===== src/rtl/gamepad_pkg.sv =====
// gamepad_pkg: shared definitions for the gamepad scan controller.
//   state_t : scan scheduler FSM encoding
//   EVT_*   : bit layout of one press/release event word
package gamepad_pkg;

  typedef enum logic [1:0] {
    ST_IDLE = 2'd0,
    ST_WAIT = 2'd1,
    ST_SCAN = 2'd2,
    ST_CMP  = 2'd3
  } state_t;

  localparam int EVT_PAD_LSB   = 32;
  localparam int EVT_PRESS_LSB = 16;
  localparam int EVT_REL_LSB   = 0;
  localparam int EVT_W         = 36;

endpackage


===== src/rtl/gamepad_evt_fifo.sv =====
// gamepad_evt_fifo: show-ahead synchronous FIFO, drop-on-full.
//   clk, rst_n      : clock, async active-low reset
//   push, push_data : write request; dropped (drop=1) when full with no pop
//   pop, pop_data   : pop request (ignored when empty); pop_data = head
//   empty, level    : status
//   drop            : one-cycle pulse, a push was discarded
module gamepad_evt_fifo #(
  parameter int W     = 36,
  parameter int DEPTH = 8
) (
  input  logic                     clk,
  input  logic                     rst_n,
  input  logic                     push,
  input  logic [W-1:0]             push_data,
  input  logic                     pop,
  output logic [W-1:0]             pop_data,
  output logic                     empty,
  output logic [$clog2(DEPTH):0]   level,
  output logic                     drop
);

  localparam int AW = $clog2(DEPTH);
  localparam int LW = AW + 1;

  logic [W-1:0]  mem [DEPTH];
  logic [AW-1:0] wr_ptr, rd_ptr;
  logic [LW-1:0] cnt;
  logic          full, do_push, do_pop;

  assign empty   = (cnt == '0);
  assign full    = (cnt == LW'(DEPTH));
  assign do_pop  = pop && !empty;
  // A pop in the same cycle frees the slot, so a full FIFO still accepts.
  assign do_push = push && (!full || do_pop);
  assign drop    = push && !do_push;

  assign pop_data = mem[rd_ptr];
  assign level    = cnt;

  always_ff @(posedge clk or negedge rst_n) begin
    if (!rst_n) begin
      wr_ptr <= '0;
      rd_ptr <= '0;
      cnt    <= '0;
    end else begin
      if (do_push) wr_ptr <= wr_ptr + 1'b1;
      if (do_pop)  rd_ptr <= rd_ptr + 1'b1;
      cnt <= cnt + LW'(do_push) - LW'(do_pop);
    end
  end

  always_ff @(posedge clk) begin
    if (do_push) mem[wr_ptr] <= push_data;
  end

endmodule


===== src/rtl/gamepad_scan_ctrl.sv =====
// gamepad_scan_ctrl: frame-periodic scan scheduler, debounce and event
// generator for the gamepad shift core.
//   cfg_en/cfg_period/cfg_deb : enable, frame period (period+1 cycles), debounce
//   scan_start / scan_done    : handshake with core (single-shot scan)
//   gp_value                  : raw pad words, pad p at [16p+:16]
//   pad_state                 : debounced stable words
//   evt_*                     : event FIFO (show-ahead), irq = evt_valid
//   ovf / overrun / sts_clr   : sticky status flags and their clear
module gamepad_scan_ctrl
  import gamepad_pkg::*;
#(
  parameter int N_PADS     = 4,
  parameter int PERIOD_W   = 20,
  parameter int FIFO_DEPTH = 8
) (
  input  logic                          clk,
  input  logic                          rst_n,
  input  logic                          cfg_en,
  input  logic [PERIOD_W-1:0]           cfg_period,
  input  logic                          cfg_deb,
  output logic                          scan_start,
  input  logic                          scan_done,
  input  logic [16*N_PADS-1:0]          gp_value,
  output logic [16*N_PADS-1:0]          pad_state,
  output logic                          evt_valid,
  output logic [EVT_W-1:0]              evt_data,
  input  logic                          evt_ready,
  output logic [$clog2(FIFO_DEPTH):0]   evt_level,
  output logic                          ovf,
  output logic                          overrun,
  input  logic                          sts_clr,
  output logic                          irq
);

  localparam int PIDX_W = (N_PADS > 1) ? $clog2(N_PADS) : 1;

  state_t                   state;
  logic [PERIOD_W-1:0]      timer;
  logic [N_PADS-1:0][15:0]  snap, hist, pad_q;
  logic [PIDX_W-1:0]        pad_idx;
  logic                     tick, last_pad, accept, push, drop, empty;
  logic [15:0]              cand, cur, pressed, released;
  logic [EVT_W-1:0]         push_data;

  // Timer free-runs outside IDLE so the frame rate is independent of scan length.
  assign tick     = cfg_en && (timer == '0) && (state != ST_IDLE);
  assign last_pad = (pad_idx == PIDX_W'(N_PADS - 1));

  assign cand     = snap[pad_idx];
  assign cur      = pad_q[pad_idx];
  // With debounce, a word differing from the previous raw scan is only noted.
  assign accept   = !(cfg_deb && (cand != hist[pad_idx]));
  assign pressed  = cand & ~cur;
  assign released = ~cand & cur;
  assign push     = (state == ST_CMP) && accept && ((pressed | released) != 16'h0);

  always_comb begin
    push_data = '0;
    push_data[EVT_PAD_LSB +: 4]    = 4'(pad_idx);
    push_data[EVT_PRESS_LSB +: 16] = pressed;
    push_data[EVT_REL_LSB +: 16]   = released;
  end

  always_ff @(posedge clk or negedge rst_n) begin
    if (!rst_n)                                   timer <= '0;
    else if ((state == ST_IDLE && cfg_en) || tick) timer <= cfg_period;
    else if (timer != '0)                         timer <= timer - 1'b1;
  end

  always_ff @(posedge clk or negedge rst_n) begin
    if (!rst_n) begin
      state      <= ST_IDLE;
      scan_start <= 1'b0;
      snap       <= '0;
      hist       <= '0;
      pad_q      <= '0;
      pad_idx    <= '0;
      ovf        <= 1'b0;
      overrun    <= 1'b0;
    end else begin
      scan_start <= 1'b0;
      // Same-cycle set beats clear.
      ovf     <= (ovf & ~sts_clr) | drop;
      overrun <= (overrun & ~sts_clr) |
                 (tick && (state == ST_SCAN || state == ST_CMP));
      case (state)
        ST_IDLE: if (cfg_en) state <= ST_WAIT;
        ST_WAIT: begin
          if (!cfg_en) state <= ST_IDLE;
          else if (tick) begin
            scan_start <= 1'b1;
            state      <= ST_SCAN;
          end
        end
        ST_SCAN: begin
          if (scan_done) begin
            snap    <= gp_value;
            pad_idx <= '0;
            state   <= ST_CMP;
          end
        end
        ST_CMP: begin
          hist[pad_idx] <= cand;
          if (accept) pad_q[pad_idx] <= cand;
          if (last_pad) state <= cfg_en ? ST_WAIT : ST_IDLE;
          else          pad_idx <= pad_idx + 1'b1;
        end
        default: state <= ST_IDLE;
      endcase
    end
  end

  gamepad_evt_fifo #(.W(EVT_W), .DEPTH(FIFO_DEPTH)) u_fifo (
    .clk       (clk),
    .rst_n     (rst_n),
    .push      (push),
    .push_data (push_data),
    .pop       (evt_ready),
    .pop_data  (evt_data),
    .empty     (empty),
    .level     (evt_level),
    .drop      (drop)
  );

  assign pad_state = pad_q;
  assign evt_valid = !empty;
  assign irq       = !empty;

endmodule


===== config.mk =====
export PLATFORM = sky130hd
export DESIGN_NAME = gamepad_scan_ctrl
export DESIGN_NICKNAME = d
export VERILOG_FILES = /design/src/rtl/gamepad_pkg.sv /design/src/rtl/gamepad_evt_fifo.sv /design/src/rtl/gamepad_scan_ctrl.sv
export SDC_FILE = /design/constraint.sdc
export NUM_CORES = 1
export LEC_CHECK = 0
export CORE_ASPECT_RATIO = 1.5
export CORE_MARGIN = 2
export CORE_UTILIZATION = 60
export CTS_BUF_LIST = sky130_fd_sc_hd__clkbuf_4 sky130_fd_sc_hd__clkbuf_8
export DETAILED_ROUTE_END_ITERATION = 8
export PLACE_DENSITY_LB_ADDON = 0.3
export SLEW_MARGIN = 20
export SYNTH_ARGS = -nofsm -noshare
export SYNTH_HDL_FRONTEND = slang
export SYNTH_SLANG_ARGS = --single-unit

===== constraint.sdc =====
create_clock -name clk -period 12.5 [get_ports clk]
set_input_delay 2.5 -clock clk [delete_from_list [all_inputs] [get_ports clk]]
set_output_delay 2.5 -clock clk [all_outputs]
set_load 0.005 [all_outputs]

==> summary.md, run 1 <==
| Metric | Value |
|---|---|
| Final hold violation count | `0` |
| Clk buf depth | `3` |
| Clock transition at path regs | `0.06 ns` |
| CTS Sinks | `501` |
| # DRC | `0` |
| Layout area overhead | `18.93%` |
| Final Net Count | `1682` |
| Main synth FF type | `edfxtp_1` |
| Fin crit share | `0.4878` |
| Avg Inst Size Synth | `15.94 sq um` |
| Initial core utilization | `0.6059` |
| Synth area leaders | `edfxtp_1 (39%), dfrtp_1 (27%), mux4_2 (12%)` |
| Fillcell total | `2251` |
| RD Place Congestion | `0.8265` |
| Cell area after synthesis | `21210 sq um` |
| Largest net degree at the start of global routing | `88` |
| Synth unique cells | `52` |
| Hold crit path type | `reg -> reg` |
| Critical Path End Type | `primary output` |
| Vias post-DR | `12460` |
| Gate Count Post-Synth | `1330` |
| Worst R2R End | `u_fifo.mem[5][23]` |
| Post-synthesis sequential area ratio | `0.6554` |
| Critical Path RT | `10.00 ns` |
| Die H | `234.3 um` |
| Core Area | `35000 sq um` |
| CTS tree | `yes` |
| CTS Hold Buffers Added | `0` |
| Die X | `157.5 um` |
| Clock Skews | `0.01801 ns` |
| Asr flop ratio synth | `0.4571` |
| Row count | `84` |
| Num CTS Buffers | `72` |
| Synth top area share | `0.3852` |
| PortBufs | `197` |
| Worst Hold End | `hist[22]` |
| Critical path class | `reg -> out` |
| Worst r2r src | `pad_idx[1]` |
| Hold Crit Start | `hist[22]` |
| F_max | `164.0 MHz` |
| R2R cell count | `8` |
| Max Cap Viol | `0` |
| Worst slew pin tran | `1.017 ns` |
| Reg2Reg Setup Slack | `7.53 ns` |
| Area of the die | `36900 sq um` |
| Syn. warnings | `0` |
| CP peak stage delay | `0.95 ns` |
| Final ANT Viol Nets | `0` |
| # IOs | `200` |
| Crit path DAT | `3.60 ns` |
| Highest ir drop seen on vdd | `0.1022 mV` |
| Initial antenna violation count | `0` |
| Synth area leader | `edfxtp_1` |
| 1st-pass router iterations | `5` |
| Slowest CP cell | `dfrtp_4` |
| Final min period | `6.097 ns` |
| CP Cell Sequence | `buf_4 -> mux4_2 -> mux2_2 -> clkdlybuf4s50_1` |
| Latest clock arrival within the worst-skew pair | `0.63 ns` |
| Max-slew violations | `0` |
| Outcome | `completed` |
| Pleak | `10.04 nW` |
| Setup violators final | `0` |
| Post-CTS Setup Bufs | `0` |
| GRT overflow | `0` |
| Power Dens Cells | `158.0 nW/um^2` |
| DRT Wirelength | `47.40 mm` |
| Vias in the first global route | `13330` |
| Layout cells sized above 1 | `0.2397` |
| Fin Setup TNS | `0 ns` |
| CP Max Fanout | `41` |
| Worst hold stages | `2` |
| Worst-case hold slack | `0.4742 ns` |
| Post-synth EDFFs | `272` |
| Vias per inst | `6.004` |
| Crit path launch type | `register` |
| RSZ-0062 raised after global routing | `no` |
| Post-CTS resize count | `0` |
| #FFs+latches synth | `501` |
| Final HPWL DP | `29.95 mm` |
| DR WL/cell | `22.84 um` |
| First-pass GRT wire length | `73.67 mm` |
| GRT Util Overall | `0.2686` |
| Root Buffer | `clkbuf_8` |
| ANT cells | `0` |
| H-tree levels | `3` |
| Initial DRC Count | `893` |
| Slew headroom | `0.3200` |
## worst max-delay path, delay by kind of cell, from the launching register on
family   cells  cell delay, ns
flops        1            0.95
mux          2            0.89
buf+inv      2            1.08
## placed cells by master, fill, tap and decap left out, types with 3 or more instances in the layout
master	Yosys	routed
a211oi_1	7	7
a21o_1	3	3
a21oi_1	5	5
a31oi_1	3	3
and3_1	5	5
buf_4	5	21
clkbuf_4	0	22
clkbuf_8	0	92
clkdlybuf4s50_1	0	196
clkinv_2	0	11
dfrtp_1	229	225
edfxtp_1	272	272
ha_1	46	46
inv_1	50	50
inv_6	0	5
mux2_2	100	100
mux4_2	116	116
nand2_1	207	207
nand3_1	11	11
nand4_1	9	9
nor2_1	17	14
nor3_1	7	6
nor4_1	4	3
nor4b_2	0	3
o21ai_0	15	14
o21ai_1	5	5
o2bb2ai_1	64	64
o31a_1	3	3
o31ai_1	4	4
or3_1	3	3
or4_1	3	3
xnor2_1	26	26
xor2_1	4	4
## layout make-up
cell class                      instances  area [sq um]  area share
Clock buffer                          114          1431     0.05675
Multi-Input combinational cell        700          6849      0.2716
Sequential cell                       501         13910      0.5515
Timing Repair Buffer                  219          2146     0.08508
Inverter                               50         187.7    0.007442
Clock inverter                         18         106.4    0.004217
Tap cell                              473         591.8     0.02347
## worst max path at each step
| stage | endpoint | slack [ns] | from |
|---|---|---|---|
| after floorplan | u_fifo.mem[2][0] | 5.04 | pad_idx[1] |
| after global placement | evt_data[22] | 6.96 | u_fifo.rd_ptr[0] |
| after detailed placement | evt_data[22] | 6.95 | u_fifo.rd_ptr[0] |
| after CTS | evt_data[22] | 6.26 | u_fifo.rd_ptr[0] |
| after global routing | evt_data[27] | 6.12 | u_fifo.rd_ptr[0] |
| final | evt_data[27] | 6.40 | u_fifo.rd_ptr[0] |
## where the power goes
group          internal (W)  switching, W  leakage (nW)
Sequential          0.00177     0.0000805          5.55
Combinational      0.000499      0.000291          3.66
Clock              0.000734      0.000606         0.831
## cell families (layout without fill, tap and decap cells)
logic type | count (synthesis) | in the layout | synth area share
flops | 501 | 501 | 0.6554
mux | 216 | 216 | 0.1763
xor+xnor | 30 | 30 | 0.01239
other cells | 1 | 2 | 0.0001768
buf+inv | 130 | 401 | 0.02472
simple gates | 281 | 281 | 0.05758
fa+ha+maj | 47 | 47 | 0.02808
compound gates | 124 | 124 | 0.04537
## Yosys cell counts, drive strengths merged, types with 17 or more instances
cell,n
nor2,17
ha,46
o2bb2ai,64
buf,28
inv,50
xnor2,26
nand2,207
mux2,100
clkbuf,52
edfxtp,272
dfrtp,229
o21ai,20
mux4,116
## layer usage
metal  routed length, um  vias to the layer above  part of all wire  track usage
met2               25300                      455              0.53       0.4712
li1                    -                     5447                 -            -
met1               17660                     6459              0.37       0.3223
met5                   0                        -                 0            0
met4                1505                        0             0.032       0.1119
met3                2932                       98             0.062      0.05785
## registers in the layout, indices dropped and copies added, names as in the netlist, named ones only
register and flops:
u_fifo.wr_ptr 3, pad_idx 2, ovf 1, u_fifo.mem 272, hist 64, snap 64
timer 20, scan_start 1, pad_state 64, u_fifo.level 4, state 1, overrun 1
u_fifo.rd_ptr 3
## per-stage QoR
stage	power [W]	cell area [sq um]	setup slack [ns]	instances	utilization
floorplan	0.002335	21210	5.039	1331	-
global placement	0.002679	23680	6.964	1943	0.6765
detailed placement	0.002693	23680	6.948	1943	0.6765
CTS	0.004030	25210	6.265	2075	0.7204
global route	0.004157	25220	6.121	2075	0.7206
finish	0.003984	25220	6.403	2075	0.7206
No activity file was read; power rests on OpenSTA's default activity.
==> run 2, diff against run 1 <==
--- a/config.mk
+++ b/config.mk
@@ -7,7 +7,7 @@
 export LEC_CHECK = 0
 export CORE_ASPECT_RATIO = 1.5
 export CORE_MARGIN = 2
-export CORE_UTILIZATION = 60
+export CORE_UTILIZATION = 54
 export CTS_BUF_LIST = sky130_fd_sc_hd__clkbuf_4 sky130_fd_sc_hd__clkbuf_8
 export DETAILED_ROUTE_END_ITERATION = 8
 export PLACE_DENSITY_LB_ADDON = 0.3
==> constraint.sdc (replaced) <==
create_clock -name clk -period 5.4 [get_ports clk]
set_input_delay 1.08 -clock clk [delete_from_list [all_inputs] [get_ports clk]]
set_output_delay 1.08 -clock clk [all_outputs]
set_load 0.005 [all_outputs]
==> run 2 against run 1 <==
Via count grew 0.75%. Highest routed layer unchanged. Wire length grew 4.6%. Clock-buffer cell count shrank 2. Non-clock buffer count grew 6.
==> summary.md, run 2 (same netlist as run 1, synthesis figures left out) <==
| Metric | Value |
|---|---|
| Outcome | `completed` |
| Placed Cells | `1971 (+1.4%)` |
| Seq pwr share | `0.469 (+0.003)` |
| Clock Skews | `0.03657 ns (+0.01855 ns)` |
| CP Max Fanout | `39 (-4.9%)` |
| Fillcell total | `2630 (+17%)` |
| Hold Crit Start | `hist[43]` |
| Switch share | `0.2470 (+0.001619)` |
| Area of the die | `40910 sq um (+11%)` |
| Gate power share | `0.196 (-0.002)` |
| Final ANT Viol Nets | `0 (unchanged)` |
| Clock transition at path regs | `0.07 ns (about the same)` |
| Layout area overhead | `19.61%` |
| Max Cap Viol | `0 (unchanged)` |
| Layout cells sized above 1 | `0.2403 (+0.0006242)` |
| Post-CTS Setup Bufs | `0 (unchanged)` |
| CTS Hold Buffers Added | `0 (unchanged)` |
| Vias post-DR | `12550 (+0.75%)` |
| Worst Hold End | `hist[43]` |
| Final hold violation count | `0 (unchanged)` |
| GRT overflow | `0 (unchanged)` |
| Latest clock arrival within the worst-skew pair | `0.64 ns (about the same)` |
| F_max | `219.7 MHz` |
| Largest net degree at the start of global routing | `113 (+28%)` |
| Initial DRC Count | `1042 (+17%)` |
| Critical Path End Type | `register` |
| Final Net Count | `1687 (+0.30%)` |
| RD Place Congestion | `0.8762 (+6.0%)` |
| Dpl cell area | `23840 sq um (+0.71%)` |
| Num CTS Buffers | `71 (-1.4%)` |
| Worst hold stages | `2 (unchanged)` |
| Row count | `88 (+4.8%)` |
| # DRC | `0 (unchanged)` |
| PortBufs | `197 (unchanged)` |
| Switching Power | `0.002296 W (+130%)` |
| First-pass GRT wire length | `76.60 mm (+4.0%)` |
| Max reg flops | `272 (unchanged)` |
| Core Area | `38650 sq um (+10%)` |
| Setup violators final | `0 (unchanged)` |
| Root Buffer | `clkbuf_8` |
| Clk buf depth | `3 (unchanged)` |
| Pleak | `10.08 nW (+0.36%)` |
| CTS tree | `yes` |
| Commonest cells after routing, fill and taps aside | `edfxtp_1 (272), dfrtp_1 (225), nand2_1 (207)` |
| R2R cell count | `11 (+3)` |
| Post-CTS resize count | `0 (unchanged)` |
| Commonest non-fill, non-tap cell in the layout | `edfxtp_1` |
| Final HPWL DP | `33.07 mm (+10%)` |
| Crit path DAT | `4.81 ns (+1.21 ns)` |
| Worst r2r src | `pad_idx[0]` |
| CTS Sinks | `501 (unchanged)` |
| RSZ-0062 raised after global routing | `no` |
| Highest ir drop seen on vdd | `0.2145 mV (+110%)` |
| Internal | `0.006999 W (+130%)` |
| Slew headroom | `0.2473 (-0.07271)` |
| Worst slew pin tran | `1.126 ns (+0.1088 ns)` |
| Initial antenna violation count | `1 (+1)` |
| Vias per inst | `5.983 (-0.35%)` |
| DR WL/cell | `23.62 um (+3.4%)` |
| Initial core utilization | `0.5487 (-0.05720)` |
| Power Dens Cells | `366.4 nW/um^2 (+130%)` |
| Hold crit path type | `reg -> reg` |
| Crit path launch type | `register` |
| H-tree levels | `3 (unchanged)` |
| Die H | `246.7 um (+5.3%)` |
| Post-route cell area | `25370 sq um (+0.58%)` |
| Vias in the first global route | `13230 (-0.76%)` |
| Reg2Reg Setup Slack | `0.85 ns (-6.68 ns)` |
| Fin crit share | `0.8431` |
| DRT Wirelength | `49.56 mm (+4.6%)` |
| Final min period | `4.553 ns` |
| Max-slew violations | `0 (unchanged)` |
| 1st-pass router iterations | `5 (unchanged)` |
| Post-route insts no fill | `2098 (+1.1%)` |
| Die X | `165.8 um (+5.3%)` |
| Critical path class | `reg -> reg` |
| GRT Util Overall | `0.2468 (-0.02187)` |
| # IOs | `200 (unchanged)` |
| Worst R2R End | `u_fifo.mem[2][11]` |
| Critical Path RT | `5.66 ns (-4.34 ns)` |
| Clock power frac | `0.335 (about the same)` |
| Reg with most FFs | `u_fifo.mem` |
[run 2: cell count changes in the layout (fill, tap and decap cells not counted), sizes merged]
cell	previous run	this run
clkbuf	114	112
diode	0	1
clkinv	13	9
buf	23	29
bufinv	0	1
inv	55	54
[run 2: power groups by stage]
stage	Clock [W]	Sequential (W)	Combinational, W
floorplan	0	0.00424	0.00116
global placement	0	0.00443	0.00184
detailed placement	0	0.00444	0.00187
CTS	0.00317	0.00436	0.00187
global route	0.00332	0.00438	0.00196
finish	0.00312	0.00436	0.00182
[run 2: layout make-up]
| type | count | area (sq um) | area share |
|---|---|---|---|
| timing repair buffer | 225 | 2237 | 0.08820 |
| multi-input combinational | 700 | 6890 | 0.2716 |
| clock buffer | 112 | 1404 | 0.05534 |
| antenna | 1 | 2.502 | 0.00009865 |
| inverter | 50 | 187.7 | 0.007399 |
| sequential | 501 | 13910 | 0.5483 |
| tap | 495 | 619.3 | 0.02442 |
| clock inverter | 14 | 116.4 | 0.004587 |
[run 2: per-layer routing]
metal / global-route usage / wire (um) / vias up
met5: 0 / 0 / -
met4: 0.1038 / 1864 / 0
met3: 0.04001 / 3117 / 140
met2: 0.4282 / 25590 / 560
met1: 0.3111 / 18990 / 6399
li1: - / - / 5454
[run 2: stage by stage]
step,hold WS [ns],setup WS (ns),total power [W],setup TNS [ns],util
2_1_floorplan,0.4408,-0.3951,0.005406,-47.84,-
3_3_place_gp,0.4543,0.9344,0.006276,0,0.6169
3_5_place_dp,0.4626,0.8339,0.006303,0,0.6169
4_1_cts,0.4783,0.8098,0.009404,0,0.6563
5_1_grt,0.4908,0.6049,0.009663,0,0.6563
6_report,0.4784,0.8474,0.009295,0,0.6563
[run 2: worst max path at each step]
stage                     from                end  slack, ns
floorplan           pad_idx[1]   u_fifo.mem[2][0]      -0.40
global placement    pad_idx[0]    u_fifo.level[2]       0.93
detailed placement  pad_idx[0]   u_fifo.mem[2][9]       0.83
CTS                 pad_idx[0]   u_fifo.mem[2][4]       0.81
global route        pad_idx[0]   u_fifo.mem[2][4]       0.60
finish              pad_idx[0]  u_fifo.mem[2][11]       0.85
[run 2: critical path, cell delays in order, from the launching register on]
cell and delay, ns:
dfrtp_4 0.89, buf_4 0.35, mux4_2 0.62, inv_1 0.09, ha_1 0.26, nand4_1 0.14, or4_1 0.19, nand3_1 0.12
a31oi_1 0.28, o21ai_2 0.32, nor4b_4 0.33, buf_4 0.48
